## config.mk

```make
export PLATFORM = sky130hd
export DESIGN_NAME = timer_seq_ctrl
export DESIGN_NICKNAME = d
export VERILOG_FILES = /design/src/rtl/timer_seq_ctrl.sv
export SDC_FILE = /design/constraint.sdc
export NUM_CORES = 1
export LEC_CHECK = 0
export BUFFER_PORTS_ARGS = -buffer_cell sky130_fd_sc_hd__buf_2
export CAP_MARGIN = 15
export CORE_MARGIN = 3
export CORE_UTILIZATION = 40
export DETAILED_ROUTE_END_ITERATION = 7
export PLACE_DENSITY = 0.74
export SETUP_SLACK_MARGIN = 0.4
export SLEW_MARGIN = 30
export SYNTH_ARGS = -nofsm -noshare
export SYNTH_HDL_FRONTEND = slang
export SYNTH_SLANG_ARGS = --single-unit
```

## constraint.sdc

```tcl
create_clock -name gated_clk -period 1.95 [get_ports gated_clk]
set_clock_uncertainty 0.15 [all_clocks]
set_input_delay 0 -clock gated_clk [delete_from_list [all_inputs] [get_ports gated_clk]]
set_output_delay 0 -clock gated_clk [all_outputs]
set_load 0.02 [all_outputs]
```

## src/rtl/timer_seq_ctrl.sv

```systemverilog
// Timer sequencer: synchronises clk_int, prescales it and drives load/count_enable/updown to the counter.
// Latency: clk_int rise -> count_enable is 3 gated_clk edges (2-flop sync + registered step); start -> load 1 cycle.
// Backpressure: none; start/stop/int_clr are single-cycle pulses, stop overrides start in the same cycle.
module timer_seq_ctrl #(
    parameter int W     = 32,
    parameter int PSC_W = 8
) (
    input  logic             gated_clk,
    input  logic             preset_n,
    input  logic             clk_int,
    input  logic             start,
    input  logic             stop,
    input  logic             auto_rld,
    input  logic             dir,
    input  logic [PSC_W-1:0] psc,
    input  logic [W-1:0]     cnt,
    input  logic             int_clr,
    output logic             load,
    output logic             count_enable,
    output logic             updown,
    output logic             busy,
    output logic             ovf_irq,
    output logic             udf_irq,
    output logic [1:0]       state
);

    typedef enum logic [1:0] {
        S_IDLE = 2'd0,
        S_LOAD = 2'd1,
        S_RUN  = 2'd2,
        S_DONE = 2'd3
    } state_t;

    state_t            cur_state;
    state_t            nxt_state;

    logic              sync1;
    logic              sync2;
    logic              edge_q;
    logic              e;
    logic [PSC_W-1:0]  pcnt;
    logic              step;
    logic              term;
    logic              in_run;
    logic              cnt_evt;
    logic              term_evt;
    logic              arm;
    logic              ce_q;

    // Two-flop synchroniser plus the delayed copy used for rising-edge detection
    always_ff @(posedge gated_clk or negedge preset_n) begin
        if (!preset_n) begin
            sync1  <= 1'b0;
            sync2  <= 1'b0;
            edge_q <= 1'b0;
        end else begin
            sync1  <= clk_int;
            sync2  <= sync1;
            edge_q <= sync2;
        end
    end

    // One-cycle pulse per synchronised clk_int rising edge
    assign e = sync2 & ~edge_q;

    // A step happens on the edge that completes a full prescale period
    assign step   = e & (pcnt == psc);
    assign in_run = (cur_state == S_RUN);

    // Terminal value depends on the latched direction, not the live dir input
    assign term = updown ? (cnt == '0) : (cnt == '1);

    // Stop suppresses any count or terminal event that would land in the same cycle
    assign cnt_evt  = in_run & step & ~term & ~stop;
    assign term_evt = in_run & step &  term & ~stop;

    // A start is honoured only from IDLE or DONE, and only if stop is not also present
    assign arm = start & ~stop & ((cur_state == S_IDLE) | (cur_state == S_DONE));

    // Prescaler: counts edges only in RUN, forced to zero elsewhere and on stop
    always_ff @(posedge gated_clk or negedge preset_n) begin
        if (!preset_n) begin
            pcnt <= '0;
        end else if (!in_run || stop) begin
            pcnt <= '0;
        end else if (e) begin
            if (pcnt == psc) begin
                pcnt <= '0;
            end else begin
                pcnt <= pcnt + 1'b1;
            end
        end
    end

    // State register
    always_ff @(posedge gated_clk or negedge preset_n) begin
        if (!preset_n) begin
            cur_state <= S_IDLE;
        end else begin
            cur_state <= nxt_state;
        end
    end

    // Next-state logic; stop returns to IDLE from anywhere
    always_comb begin
        nxt_state = cur_state;
        if (stop) begin
            nxt_state = S_IDLE;
        end else begin
            case (cur_state)
                S_IDLE: if (start) nxt_state = S_LOAD;
                S_LOAD: nxt_state = S_RUN;
                S_RUN: begin
                    if (step && term) begin
                        nxt_state = auto_rld ? S_LOAD : S_DONE;
                    end
                end
                S_DONE: if (start) nxt_state = S_LOAD;
                default: nxt_state = S_IDLE;
            endcase
        end
    end

    // Direction is captured only when the timer is armed, so dir changes mid-run are ignored
    always_ff @(posedge gated_clk or negedge preset_n) begin
        if (!preset_n) begin
            updown <= 1'b0;
        end else if (arm) begin
            updown <= dir;
        end
    end

    // Registered count strobe keeps count_enable glitch-free towards the counter
    always_ff @(posedge gated_clk or negedge preset_n) begin
        if (!preset_n) begin
            ce_q <= 1'b0;
        end else begin
            ce_q <= cnt_evt;
        end
    end

    // Sticky interrupt flags; a new terminal event wins over int_clr in the same cycle
    always_ff @(posedge gated_clk or negedge preset_n) begin
        if (!preset_n) begin
            ovf_irq <= 1'b0;
            udf_irq <= 1'b0;
        end else begin
            ovf_irq <= (term_evt & ~updown) | (ovf_irq & ~int_clr);
            udf_irq <= (term_evt &  updown) | (udf_irq & ~int_clr);
        end
    end

    // Moore output decode from the registered state
    always_comb begin
        load = 1'b0;
        busy = 1'b0;
        case (cur_state)
            S_LOAD: begin
                load = 1'b1;
                busy = 1'b1;
            end
            S_RUN: begin
                busy = 1'b1;
            end
            default: begin
                load = 1'b0;
                busy = 1'b0;
            end
        endcase
    end

    assign count_enable = ce_q;
    assign state        = cur_state;

endmodule
```

# Yosys cells after proc, flatten, opt, wreduce, memory -nomap -nowiden
# Cells that the tools add are included.
# Widths: inputs -> output; s select.
[totals] out_inout_bits=8 wordCells=58 register_bits=17 in_bits=48
[classes] n_eq_ne=7 reduce_logical=9 n_mux=11 bitwise_logic=21 addsub=1
[ops] op="$eq 32x32->1 const B" count=1
[ops] op="$logic_not 32->1" count=1
[ops] op="$mux 8" count=3
[ops] op="$and 1x1->1" count=13
[ops] op="$add 8x1->8 const B" count=1
[ops] op="$eq 8x8->1" count=1
[ops] op="$mux 2" count=4
[ops] op="$pmux 2 s3" count=1
[ops] op="$not 1->1" count=5
[ops] op="$eq 2x2->1 const B" count=2
[ops] op="$reduce_or 2->1" count=2
[ops] op="$mux 1" count=3
[ops] op="$ne 3x1->1 const B" count=1
[ops] op="$ne 3x2->1 const B" count=1
[ops] op="$or 1x1->1" count=3
[ops] op="$eq 2x1->1 const B" count=1
[ops] op="$logic_not 2->1" count=1
[ops] op="$reduce_and 2->1" count=1
[ops] op="$reduce_bool 2->1" count=1
[ops] op="$logic_and 1x1->1" count=1
[ops] op="$logic_not 1->1" count=1
[ops] op="$logic_or 1x1->1" count=1

# Depth between registers and ports, before layout
[depth] ltp_word=8 depth_mapped=8 mapped_depth_nobuf=7

# Worst setup path after synthesis
# No wires, ideal clock.
[synth_path] path_kind="register to register" from="register cur_state[0] (netlist: state[0])" to="register pcnt[3]" setup_time_ps=76 path_stages_with_launch=9 t_arrival_ps=1763 n_path_buf=1 period_less_slack_ps=1989 required_time_ps=1724 path_slack_ps=-39 path_cell_list="dfrtp_1 inv_1 ha_1 nor2b_1 o21ai_1 or3_1 clkbuf_1 nand2b_1 o21ai_1"
[synth_between] elab_chain_len=4 word_cells_on_any_way=5 cone_classes="eq/ne: 1; mux: 1; reduce/logical: 3"
[synth_lines] item="from (decl)" line="34" rtl="state_t cur_state;"
[synth_lines] item="from (signal assigned)" line="100" rtl="cur_state <= nxt_state;"
[synth_lines] item="$eq 2x2->1 (*)" line="68" rtl="assign in_run = (cur_state == S_RUN);"
[synth_lines] item="$logic_not 1->1 (*)" line="84" rtl="end else if (!in_run || stop) begin"
[synth_lines] item="$logic_or 1x1->1 (*)" line="84"
[synth_lines] item="$mux 8 or $reduce_bool 2->1 (tied branches)"
[synth_lines] item="to (signal assigned)" line="90" rtl="pcnt <= pcnt + 1'b1;"
[synth_lines] item="to (decl)" line="41" rtl="logic [PSC_W-1:0] pcnt;"
# Mark *: on every way between the ends. The rest lies on a longest branch, timed or not.
# A chain may end at the register's enable or synchronous reset.

# Final worst setup path
[layout_path] from="register pcnt[3]" to="register cur_state[0] (netlist: state[0])"
[layout_between] elab_chain_len=5
[layout_lines] item="$eq 8x8->1" line="67" rtl="assign step = e & (pcnt == psc);"
[layout_lines] item="$and 1x1->1" line="67"
[layout_lines] item="$logic_and 1x1->1" line="114" rtl="if (step && term) begin"
[layout_lines] item="$ne 3x2->1 (no line)"
[layout_lines] item="$reduce_and 2->1 (no line)"
# Every way passes these cells.

==> results.txt <==
outcome = finished, violations left
failing checks = hold timing
Post-DP Area = 1421 um2
final std cells w/o fill = 230
initial antenna violation count = 0
core box area = 2500 um2
DIE AREA = 3314 um2
area of the multi-input gates = 732.0 um2
Startpoint Class = flip-flop
Post-Syn Area = 1064 um2
Total Neg Setup Slack = 0 ns
CP endpoint kind = flip-flop
post-synth cell types = 31
routed vias/inst = 5.504
Routed wire per std cell = 15.54 um
met1 usage = 25.99%
YS warnings = 0
vias in the first global route = 1,292
DRT iter0 DRCs = 55
Slew HR = 67.01%
CP max stage cell = dfrtp_1
worst min path class = input pin to flip-flop
Tot Pwr = 0.001137 W
Peak VDD IR = 0.0008313 V
MaxCap Viol Count = 0
design area = 1757 um2
commonest non-fill, non-tap cell in the layout = buf_2
biggest cell delay along the critical path = 0.44 ns
Fillers = 193
first-pass GRT wire length = 5602 um
measured slew at the worst slew-check pin = 0.4933 ns
GP Congestion = 0.8774
Sink Count = 17
fin crit share = 99.58%
final setup fails = 0
Die Y = 57.57 um
Syn Nets = 167
worst-path fanout max = 4
gr ovfl total = 0
Max Transition Viols Final = 0
Pwr Density = 647.3 nW/um2
Post-CTS Hold Buffers = 9
met3 Use GR = 6.787%
Antenna Nets Post-Route = 0
DRT Wirelength = 3574 um
syn_area_per_cell = 9.168 um2
CTS Buf Count = 3
Starting Density = 42.54%
Fin. Hold Viols = 1
H-tree levels = 1
CTS root buf = clkbuf_4
DRC viols = 0
clk buf depth = 2
Total GRT Usage = 21.49%
first drt pass iteration count = 4
# nets final = 252
Skew-Pair Late Insertion Delay = 0.29 ns
Worst Path Arrival = 1.98 ns
busiest grt layer = met2
Synth Instances = 116
# rows = 18
worst hold margin = -0.02669 ns
crit path time final = 1.942 ns
commonest cells after routing, fill and taps aside = buf_2 (55), dfrtp_1 (14), buf_4 (14)
RSZ-0062 raised after global routing = yes
Port Buffer Count = 55
critical setup path kind = flip-flop to flip-flop
worst path cell trace = xnor2_1 -> nand4_1 -> nor4_2 -> a21boi_4 -> nor2_2 -> a211o_1
P_leak = 0.8190 nW
Area growth syn-to-layout = 65.18%
Reg clk slew, reported paths = 0.11 ns
DP Cell Count = 202
ratio of cells with drive above 1 in the final layout = 52.50%
Ant. Diodes = 0
HPWL after DPL = 2431 um
# IOs = 56
Worst Path Required = 1.98 ns
die width = 57.57 um
via count = 1,266
largest net degree at the start of global routing = 11
Global Route met2 Usage = 36.94%
register area share after synthesis = 40.00%
CTS tree = built
Seq. cell area = 429.2 um2
achievable clock frequency = 0.5150 GHz
flops & latches, synth = 17
routing by layer:
| layer | share of wire, % | vias up | wire (um) |
|---|---|---|---|
| met1 | 38 | 596 | 1345 |
| li1 | - | 608 | - |
| met3 | 8.4 | 4 | 301 |
| met2 | 53 | 58 | 1893 |
| met4 | 0.95 | 0 | 34 |
| met5 | 0 | - | 0 |
path summary, 6_finish.rpt:
check / startpoint / endpoint / slack, ns / cells past startpoint
worst min-delay path: cnt[17] / udf_irq / -0.03 / 4
max in group asynchronous: preset_n / pcnt[4] / 0.69 / 3
min in group asynchronous: preset_n / ovf_irq / 0.55 / 3
worst max register to register: pcnt[3] / state[0] / 0.008 / 6
worst max-delay path: pcnt[3] / state[0] / 0.008 / 6
worst min register to register: sync1 / sync2 / 0.21 / 0
cell families after synthesis:
| family | count (synthesis) | synth area share, % |
|---|---|---|
| xor+xnor | 10 | 8.236 |
| mux | 1 | 1.059 |
| flops | 17 | 40.00 |
| simple gates | 55 | 30.00 |
| compound gates | 22 | 14.35 |
| buf+inv | 8 | 2.824 |
| fa+ha+maj | 3 | 3.530 |
Yosys cell counts:
master    number  area share (%)
a211o_1        1            0.82
a21boi_4       1             1.8
a221o_1        1            0.94
and3_1         4             2.4
clkbuf_1       1            0.35
dfrtp_1       17              40
ha_1           3             3.5
inv_1          7             2.5
mux2_2         1             1.1
nand2_1        8             2.8
nand2b_1       4             2.4
nand3_1        4             1.9
nand3b_1       1            0.71
nand4_1       10             5.9
nand4b_1       1            0.82
nor2_1         7             2.5
nor2_2         1            0.59
nor2b_1        1            0.59
nor4_1        10             5.9
nor4b_2        1             1.4
o21a_1         1            0.71
o21ai_0        9             4.2
o21ai_1        3             1.4
o221a_1        1             1.1
o22ai_1        3             1.8
o31ai_1        1            0.71
o32a_1         1            0.94
or3_1          2             1.2
or3_4          1             1.1
xnor2_1        8             6.6
xor2_1         2             1.6
critical path: cells and delay by family (launching register included):
family	cells	cell delay, ns
AOI/OAI and AO/OA	2	0.49
xor gates and xnor gates	1	0.21
DFF	1	0.44
and+or+nand+nor	3	0.53
sequential cells by signal, indices dropped and copies added, names as in the netlist:
name          flops
pcnt              8
ovf_irq           1
updown            1
count_enable      1
udf_irq           1
sync1             1
sync2             1
edge_q            1
state             2
area by class of cell:
class	instances	share of cell area [%]
clock inverters	1	0.2849
well taps	30	2.137
multi-input cells	91	41.67
clock buffers	3	1.282
flip-flops and latches	17	24.43
inverters	7	1.496
repair buffers	81	28.70
timing repair:
item | 4_1_cts | 5_1_grt
pin swaps | 3 | 11
cloned | 0 | 0
buffers inserted | 6 | 9
resized for setup | 7 | 20
hold endpoints to repair | 24 | 1
setup endpoints to repair | 13 | 13
power breakdown:
group	internal, W	switching, W	total, W
sequential	0.000388	0.0000323	0.000420
clock	0.0000764	0.000116	0.000193
combinational	0.000256	0.000268	0.000524
total	0.000721	0.000416	0.00114
through the flow:
stage               utilization (%)  hold WS, ns  worst slack (ns)
global placement              56.86      -0.2142           0.04857
finish                        70.27     -0.02669          0.008121
floorplan                         -      -0.4456            0.1164
detailed placement            56.86      -0.2056           0.01757
global route                  70.27    -0.002997          -0.05487
CTS                           64.51     -0.04554           0.09527
No activity file was read; power rests on OpenSTA's default activity.
